--- src/rtl/matrix_pkg.sv ---
// Shared constants and types for the 8x8 RGB matrix row feeder.
package matrix_pkg;

    localparam int unsigned MATRIX_ROWS = 8;
    localparam int unsigned MATRIX_COLS = 8;
    localparam int unsigned ROW_W       = $clog2(MATRIX_ROWS);
    localparam int unsigned COL_W       = $clog2(MATRIX_COLS);
    localparam int unsigned ADDR_W      = ROW_W + COL_W;
    localparam int unsigned WORD_W      = 32;

    // row_word field positions; red leaves the shifter first
    localparam int unsigned RED_HI   = 31;
    localparam int unsigned RED_LO   = 24;
    localparam int unsigned BLUE_HI  = 23;
    localparam int unsigned BLUE_LO  = 16;
    localparam int unsigned GREEN_HI = 15;
    localparam int unsigned GREEN_LO = 8;
    localparam int unsigned ANODE_HI = 7;
    localparam int unsigned ANODE_LO = 0;

    // All colours dark (active-low), no anode driven
    localparam logic [WORD_W-1:0] RESET_WORD = 32'hFFFF_FF00;

    typedef enum logic [1:0] {
        IDLE,
        BUILD,
        PRESENT
    } state_t;

endpackage

--- src/rtl/matrix_row_feeder_if.sv ---
// Host write / swap / row-stream bundle between the pixel source and its neighbours.
interface matrix_row_feeder_if
    import matrix_pkg::*;
#(
    parameter int unsigned PWM_BITS = 4
) ();

    logic                    wr_en;
    logic [ADDR_W-1:0]       wr_addr;
    logic [3*PWM_BITS-1:0]   wr_rgb;
    logic                    swap_req;
    logic                    swap_done;
    logic [WORD_W-1:0]       row_word;
    logic                    row_valid;
    logic                    row_ready;
    logic                    frame_start;

    modport master (
        output wr_en, wr_addr, wr_rgb, swap_req, row_ready,
        input  swap_done, row_word, row_valid, frame_start
    );

    modport slave (
        input  wr_en, wr_addr, wr_rgb, swap_req, row_ready,
        output swap_done, row_word, row_valid, frame_start
    );

endinterface

--- src/rtl/matrix_frame_ram.sv ---
// Double-banked 64-pixel frame store: one write port, one synchronous read port.
module matrix_frame_ram
    import matrix_pkg::*;
#(
    parameter int unsigned PWM_BITS = 4
) (
    input  logic                  clk,
    input  logic                  wr_en,
    input  logic                  wr_bank,
    input  logic [ADDR_W-1:0]     wr_addr,
    input  logic [3*PWM_BITS-1:0] wr_data,
    input  logic                  rd_bank,
    input  logic [ADDR_W-1:0]     rd_addr,
    output logic [3*PWM_BITS-1:0] rd_data
);

    localparam int unsigned DATA_W = 3 * PWM_BITS;
    localparam int unsigned DEPTH  = 2 * (1 << ADDR_W);

    logic [DATA_W-1:0] mem [DEPTH];

    // Contents are deliberately not reset
    always_ff @(posedge clk) begin
        if (wr_en) begin
            mem[{wr_bank, wr_addr}] <= wr_data;
        end
        rd_data <= mem[{rd_bank, rd_addr}];
    end

endmodule

--- src/rtl/matrix_row_feeder.sv ---
// PWM row sequencer: builds one active-low colour row word per handshake from the
// front bank of a double-buffered frame, swapping banks only at frame boundaries.
module matrix_row_feeder
    import matrix_pkg::*;
#(
    parameter int unsigned PWM_BITS = 4
) (
    input  logic          clk_25mhz,
    input  logic          reset,
    matrix_row_feeder_if.slave bus
);

    localparam int unsigned NPH    = (1 << PWM_BITS) - 1;
    localparam int unsigned RGB_W  = 3 * PWM_BITS;
    localparam int unsigned STEP_W = COL_W + 1;
    localparam logic [PWM_BITS-1:0] LAST_PHASE = PWM_BITS'(NPH - 1);
    localparam logic [ROW_W-1:0]    LAST_ROW   = ROW_W'(MATRIX_ROWS - 1);
    localparam logic [STEP_W-1:0]   LAST_STEP  = STEP_W'(MATRIX_COLS);

    state_t                 state;
    logic                   front;
    logic                   pending;
    logic [PWM_BITS-1:0]    phase;
    logic [ROW_W-1:0]       row;
    logic [STEP_W-1:0]      step;
    logic [MATRIX_COLS-2:0] red_off;
    logic [MATRIX_COLS-2:0] grn_off;
    logic [MATRIX_COLS-2:0] blu_off;
    logic [WORD_W-1:0]      row_word;
    logic                   row_valid;
    logic                   frame_start;
    logic                   swap_done;
    logic [RGB_W-1:0]       rd_data;

    logic [ADDR_W-1:0]      rd_addr_c;
    logic                   red_off_c;
    logic                   grn_off_c;
    logic                   blu_off_c;
    logic                   xfer_c;
    logic                   last_word_c;
    logic [WORD_W-1:0]      word_c;

    matrix_frame_ram #(
        .PWM_BITS (PWM_BITS)
    ) u_ram (
        .clk     (clk_25mhz),
        .wr_en   (bus.wr_en),
        .wr_bank (~front),
        .wr_addr (bus.wr_addr),
        .wr_data (bus.wr_rgb),
        .rd_bank (front),
        .rd_addr (rd_addr_c),
        .rd_data (rd_data)
    );

    // Step k addresses column k; data for column k-1 returns the same cycle
    always_comb begin
        rd_addr_c   = {row, step[COL_W-1:0]};
        red_off_c   = !(rd_data[RGB_W-1 -: PWM_BITS] > phase);
        grn_off_c   = !(rd_data[2*PWM_BITS-1 -: PWM_BITS] > phase);
        blu_off_c   = !(rd_data[PWM_BITS-1:0] > phase);
        xfer_c      = (state == PRESENT) && row_valid && bus.row_ready;
        last_word_c = (phase == LAST_PHASE) && (row == LAST_ROW);
        word_c                     = RESET_WORD;
        word_c[RED_HI:RED_LO]      = {red_off_c, red_off};
        word_c[BLUE_HI:BLUE_LO]    = {blu_off_c, blu_off};
        word_c[GREEN_HI:GREEN_LO]  = {grn_off_c, grn_off};
        word_c[ANODE_HI:ANODE_LO]  = 8'(1) << row;
    end

    always_ff @(posedge clk_25mhz) begin
        if (reset) begin
            state       <= IDLE;
            front       <= 1'b0;
            pending     <= 1'b0;
            phase       <= '0;
            row         <= '0;
            step        <= '0;
            red_off     <= '1;
            grn_off     <= '1;
            blu_off     <= '1;
            row_word    <= RESET_WORD;
            row_valid   <= 1'b0;
            frame_start <= 1'b0;
            swap_done   <= 1'b0;
        end else begin
            swap_done <= 1'b0;

            // A request arriving with the last transfer still catches this boundary
            if (xfer_c && last_word_c && (pending || bus.swap_req)) begin
                front     <= ~front;
                pending   <= 1'b0;
                swap_done <= 1'b1;
            end else if (bus.swap_req) begin
                pending <= 1'b1;
            end

            case (state)
                IDLE: begin
                    step  <= '0;
                    state <= BUILD;
                end
                BUILD: begin
                    if ((step != '0) && (step != LAST_STEP)) begin
                        red_off[COL_W'(step - 1'b1)] <= red_off_c;
                        grn_off[COL_W'(step - 1'b1)] <= grn_off_c;
                        blu_off[COL_W'(step - 1'b1)] <= blu_off_c;
                    end
                    if (step == LAST_STEP) begin
                        row_word    <= word_c;
                        row_valid   <= 1'b1;
                        frame_start <= (phase == '0) && (row == '0);
                        step        <= '0;
                        state       <= PRESENT;
                    end else begin
                        step <= step + 1'b1;
                    end
                end
                PRESENT: begin
                    if (xfer_c) begin
                        row_valid   <= 1'b0;
                        frame_start <= 1'b0;
                        state       <= BUILD;
                        if (row == LAST_ROW) begin
                            row   <= '0;
                            phase <= (phase == LAST_PHASE) ? '0 : phase + 1'b1;
                        end else begin
                            row <= row + 1'b1;
                        end
                    end
                end
                default: state <= IDLE;
            endcase
        end
    end

    assign bus.row_word    = row_word;
    assign bus.row_valid   = row_valid;
    assign bus.frame_start = frame_start;
    assign bus.swap_done   = swap_done;

endmodule

--- src/flat_wrapper.sv ---
// flat-port wrapper written by rule: the top's interface ports become plain ports
module matrix_row_feeder_flat import matrix_pkg::*;
#(
    parameter int unsigned PWM_BITS = 4
)
  (clk_25mhz, reset, bus_wr_en, bus_wr_addr, bus_wr_rgb, bus_swap_req, bus_row_ready, bus_swap_done, bus_row_word, bus_row_valid, bus_frame_start);
  matrix_row_feeder_if #(.PWM_BITS(PWM_BITS)) bus_i ();
  input  logic clk_25mhz;
  input  logic reset;
  input wire logic [$bits(bus_i.wr_en)-1:0] bus_wr_en;
  input wire logic [$bits(bus_i.wr_addr)-1:0] bus_wr_addr;
  input wire logic [$bits(bus_i.wr_rgb)-1:0] bus_wr_rgb;
  input wire logic [$bits(bus_i.swap_req)-1:0] bus_swap_req;
  input wire logic [$bits(bus_i.row_ready)-1:0] bus_row_ready;
  output wire logic [$bits(bus_i.swap_done)-1:0] bus_swap_done;
  output wire logic [$bits(bus_i.row_word)-1:0] bus_row_word;
  output wire logic [$bits(bus_i.row_valid)-1:0] bus_row_valid;
  output wire logic [$bits(bus_i.frame_start)-1:0] bus_frame_start;
  assign bus_i.wr_en = bus_wr_en;
  assign bus_i.wr_addr = bus_wr_addr;
  assign bus_i.wr_rgb = bus_wr_rgb;
  assign bus_i.swap_req = bus_swap_req;
  assign bus_i.row_ready = bus_row_ready;
  assign bus_swap_done = bus_i.swap_done;
  assign bus_row_word = bus_i.row_word;
  assign bus_row_valid = bus_i.row_valid;
  assign bus_frame_start = bus_i.frame_start;
  matrix_row_feeder #(.PWM_BITS(PWM_BITS)) u_core (.clk_25mhz(clk_25mhz), .reset(reset), .bus(bus_i));
endmodule
--- config.mk ---
export PLATFORM = sky130hd
export DESIGN_NAME = matrix_row_feeder_flat
export DESIGN_NICKNAME = d
export VERILOG_FILES = /design/src/rtl/matrix_pkg.sv /design/src/rtl/matrix_row_feeder_if.sv /design/src/rtl/matrix_frame_ram.sv /design/src/rtl/matrix_row_feeder.sv /design/src/flat_wrapper.sv
export SDC_FILE = /design/constraint.sdc
export NUM_CORES = 2
export LEC_CHECK = 0
export CAP_MARGIN = 40
export CORE_MARGIN = 3
export CORE_UTILIZATION = 40
export CTS_BUF_LIST = sky130_fd_sc_hd__clkbuf_4 sky130_fd_sc_hd__clkbuf_8
export CTS_CLUSTER_SIZE = 25
export DETAILED_ROUTE_END_ITERATION = 7
export DONT_BUFFER_PORTS = 1
export MAX_ROUTING_LAYER = met4
export PLACE_DENSITY = 0.58
export SETUP_SLACK_MARGIN = 0.4
export SLEW_MARGIN = 20
export SYNTH_ARGS = -nofsm -noshare
export SYNTH_HDL_FRONTEND = slang
export SYNTH_HIERARCHICAL = 1
export SYNTH_SLANG_ARGS = --single-unit
--- constraint.sdc ---
create_clock -name clk_25mhz -period 6.29 [get_ports clk_25mhz]
set_input_delay 1.258 -clock clk_25mhz [delete_from_list [all_inputs] [get_ports clk_25mhz]]
set_output_delay 1.258 -clock clk_25mhz [all_outputs]
set_load 0.01 [all_outputs]
==> results.md <==
Hold path:
- The count of cells along the worst hold path is 1.
- The worst hold path terminates at u_core/row[1].
- The classification of the worst-slack hold path is in -> reg.
- The startpoint of the tightest hold check path is reset.

Floorplanning:
- The number of ports placed on the die boundary is a little under 60.
- The die is ~400 um wide.
- The y dimension of the die is roughly 400 um.
- For this configuration, the core starts out at a cell density of 40.4%.
- The core box area is approximately 150000 um^2.
- The initialized floorplan defines between 100 and 150 standard-cell rows.
- The die footprint is 161000 um^2.

Placed design:
- At the placement stage, the worst setup path has a slack of 2.47 ns.
- The final estimated routing congestion in global placement is 0.816.
- In this run the tool buffered the top-level ports with 0 buffer cells.
- The total half-perimeter wirelength after legalization and detailed placement is ~86000 um.
- Once placement completed, the tool counted placed cells totaling 4767.

Global route:
- The final global-route overflow total is 0.
- The first global-routing pass estimated 218000 um of wire.
- The number of global-route vias before repair was 30700.
- The initial antenna violation count came to 10.
- Entering global routing, the biggest net connects around 130 pins.
- The total routing usage reported by global routing is a little under a fifth.

Timing:
- For the finished layout, the period the worst path requires is between 3 and 4 ns.
- On the final layout, the worst clock skew is 0.0544 ns.
- Setup repair after global routing left no endpoint under its margin.
- In the post-route analysis, the smallest setup slack over all paths is ~2.5 ns.
- The final count of pins violating max slew came to 0.
- The number of setup violations in the final report is 0.
- The highest clock rate is 265 MHz.
- The headroom to the max-slew limit is between 40% and 50%.
- At the pin with the least slew margin, the transition time is approximately 0.84 ns.
- The number of endpoints with negative hold slack in the final report is 0.
- In the final timing run, aggregate negative setup slack is 0 ns.
- Across all hold checks on the routed design, the worst slack comes to between 0.3 and 0.4 ns.
- The final critical path takes up 60.0% of the cycle.

Pwr:
- The analysis attributes to cell leakage a power of approximately 21 nW.
- The peak ir drop on the vdd network is 0.000241 V.
- In this run the power density over the cells is ~300 nW/um^2.

CTS:
- The total clock buffers created by CTS is about 280.
- The TritonCTS clock tree is yes.
- Post-CTS timing repair inserted 0 buffers for setup.
- The buffer type at the clock tree root is sky130_fd_sc_hd__clkbuf_8.
- The maximum level of the CTS H-tree is 5.
- For the worst-skew pair, the clock arrives at the later sink with an insertion delay of ~0.95 ns.
- Clock-pin slew was measured on the worst setup and hold paths at approximately 0.060 ns.
- For this design, the CTS-stage hold fixing added 0 buffers.
- The number of clock sinks is roughly 1600.
- Post-CTS repair changed the size of 0 cells.
- The buffer levels on the longest clock path is 4.

Layout:
- The area growth from synthesis to layout is 13.6%.
- The post-route netlist has roughly a third of its cells at a drive strength greater than 1.
- The finished layout holds about 5200 standard cells, fillers aside.
- The layout filler cell count is 12700.
- Once layout is complete, the utilization of the core stands at between 40% and 50%.
- After the last flow step, the layout net total stands at just over 3000.

Worst setup path:
- The most common cell type on the critical path is sky130_fd_sc_hd__mux4_2.
- The worst reg2reg path depth is 5.
- Among cell families on the critical path, the largest total delay comes from multiplexers.
- The start-to-end type of the worst setup path is reg -> reg.
- The slowest stage of the critical path is the sky130_fd_sc_hd__dfxtp_4 cell.
- The path length in cells of the critical path is 5.
- The endpoint kind of the worst setup timing path is a register.
- STA classifies the critical path startpoint as a register.
- Walking the worst path, the cells encountered are buf_12 -> mux4_2 -> mux4_2 -> mux4_2 -> mux2_2.
- The endpoint identified for the worst register-to-register timing path is u_core/u_ram/rd_data[10].
- In this run the worst path has a maximum fanout of 85.
- STA puts the critical path data arrival time at 4.62 ns.
- The reg-to-reg startpoint is u_core/step[0].
- At the worst endpoint, the required time is about 7.1 ns.
- Together, buffers and inverters on the worst path number 1.
- The delay contributed by the slowest stage of the critical path is 0.83 ns.
- Setup slack on the worst reg-to-reg path comes out at approximately 2.5 ns.

Logic synthesis:
- The main flop type after synthesis is sky130_fd_sc_hd__edfxtp_1.
- After synthesis, the cell types taking the most area are sky130_fd_sc_hd__edfxtp_1, sky130_fd_sc_hd__mux4_2, sky130_fd_sc_hd__dfxtp_1.
- The share of Yosys cell area claimed by the top area cell type is 74.0%.
- The commonest cells after synthesis are sky130_fd_sc_hd__edfxtp_1, sky130_fd_sc_hd__mux4_2, sky130_fd_sc_hd__nor2_1, sky130_fd_sc_hd__dfxtp_1, sky130_fd_sc_hd__clkbuf_1.
- The synthesized area per cell is ~23 um^2.
- Yosys printed 6 warnings.
- When the netlist entered floorplanning its net count stood at around 2800.
- The share of flip-flops with an asynchronous set or reset is 0%.
- The sequential-to-total area share from yosys stat is around three quarters.
- sky130_fd_sc_hd__edfxtp_1 is the most common cell in the netlist.
- Synthesis handed over a netlist of between 2000 and 3000 instances.
- The number of library cell types mapped by synthesis is between 40 and 50.
- The synthesized design contains 1619 register bits.
- The number of flops mapped to enable cells by yosys is about 1500.
- The cell area that synthesis handed to floorplanning was between 60000 and 70000 um^2.
- The cell type contributing the most total cell area after synthesis is sky130_fd_sc_hd__edfxtp_1.

Route:
- After detailed routing, the number of remaining DRC violations is 0.
- The average wire length per cell after detail routing is roughly 28 um.
- For this block, the routed nets add up to around 150000 um of wire.
- The number of DRC markers after the initial detailed-route iteration is around 3200.
- The count of nets left with antenna violations once routing finished came out at 0.
- The routed via count divided by cell count is 5.61.
- Before antenna repair, the detailed router went through 8 iterations.
- Summing over every cut layer, the via total after detailed routing is 29400.

Flow run:
- Max-cap violations in this run came to 0.

Status:
- The run finished with clean final reports.
-- power by group --
group | internal, mW | total [mW] | leakage [nW] | switching [mW]
clock | 4.87 | 8.95 | 2.71 | 4.08
sequential | 11.8 | 11.8 | 14.5 | 0.0202
combinational | 0.262 | 0.535 | 4.27 | 0.273
total | 16.9 | 21.3 | 21.5 | 4.37
-- flip-flops by register name (all words and copies together) (netlist names) --
signal,count
u_core/bus.frame_start,1
u_core/red_off,7
u_core/phase,4
u_core/u_ram/rd_data,12
u_core/bus.row_valid,1
u_core/pending,1
u_core/front,1
u_core/grn_off,7
u_core/u_ram/mem,1536
u_core/bus.swap_done,1
u_core/state,2
u_core/bus.row_word,32
u_core/step,4
u_core/blu_off,7
u_core/row,3
-- layout make-up --
class | count | area [um^2] | area share, %
inverter | 16 | 60.1 | 0.0847
clock buffer | 366 | 4570 | 6.44
tap | 2044 | 2560 | 3.61
antenna | 2 | 5.00 | 0.00706
sequential | 1619 | 47800 | 67.4
multi-input combinational | 951 | 13900 | 19.6
timing repair buffer | 140 | 1440 | 2.03
clock inverter | 100 | 548 | 0.773
-- layout by cell type, fill, tap and decap left out, types with 3 or more instances in the layout --
cell                         instances
sky130_fd_sc_hd__edfxtp_1         1536
sky130_fd_sc_hd__nor2_1            142
sky130_fd_sc_hd__nor2b_1            11
sky130_fd_sc_hd__nand3_1            25
sky130_fd_sc_hd__bufinv_16           4
sky130_fd_sc_hd__nand2_1            77
sky130_fd_sc_hd__clkbuf_8          291
sky130_fd_sc_hd__buf_16              5
sky130_fd_sc_hd__buf_4              90
sky130_fd_sc_hd__ha_1               21
sky130_fd_sc_hd__a22oi_1            22
sky130_fd_sc_hd__nand2b_1            3
sky130_fd_sc_hd__buf_12             13
sky130_fd_sc_hd__clkbuf_4           75
sky130_fd_sc_hd__a21oi_1            30
sky130_fd_sc_hd__nand4_1             5
sky130_fd_sc_hd__o21ai_0             4
sky130_fd_sc_hd__dfxtp_1            78
sky130_fd_sc_hd__nor2_2             15
sky130_fd_sc_hd__nor3_1             16
sky130_fd_sc_hd__clkinv_2           29
sky130_fd_sc_hd__inv_1              16
sky130_fd_sc_hd__clkinv_1           59
sky130_fd_sc_hd__nand3b_1           25
sky130_fd_sc_hd__nor3_2              6
sky130_fd_sc_hd__clkinvlp_4          7
sky130_fd_sc_hd__buf_6              31
sky130_fd_sc_hd__nand3_2             5
sky130_fd_sc_hd__mux2_2             12
sky130_fd_sc_hd__dfxtp_4             4
sky130_fd_sc_hd__mux4_2            504
-- worst max-delay path by stage --
stage | startpoint | endpoint | slack, ns
6_report | u_core/step[0] | u_core/u_ram/rd_data[10] | 2.51
3_3_place_gp | bus_wr_en | u_core/u_ram/mem[126][0] | 2.21
5_1_grt | u_core/step[0] | u_core/u_ram/rd_data[8] | 2.35
4_1_cts | u_core/step[0] | u_core/u_ram/rd_data[7] | 2.51
2_1_floorplan | bus_wr_en | u_core/u_ram/mem[102][0] | 3.20
3_5_place_dp | u_core/step[0] | u_core/u_ram/rd_data[4] | 2.47
-- cell families after synthesis --
group	Yosys count	share of synthesized area, %
XOR/XNOR	3	0.0542
AO/OA/AOI/OAI	63	0.626
AND/OR/NAND/NOR	348	2.62
multiplexers	516	18.4
adder cells (fa/ha/maj)	21	0.421
buffers and inverters	166	1.25
flip-flops	1619	76.6
-- stage by stage --
stage	power, mW	area, um^2
global placement	12.6	64700
floorplan	12.4	62400
global route	22.1	70900
finish	21.3	70900
CTS	21.5	70900
detailed placement	12.6	65700
-- layer usage --
layer,part of all wire (%),global-route usage (%),up-vias
met5,0,-,-
met4,2.3,5.44,0
met3,7.8,4.43,245
met2,49,29.5,1141
met1,41,25.8,15900
li1,-,-,12100
No activity file was read; power rests on OpenSTA's default activity.
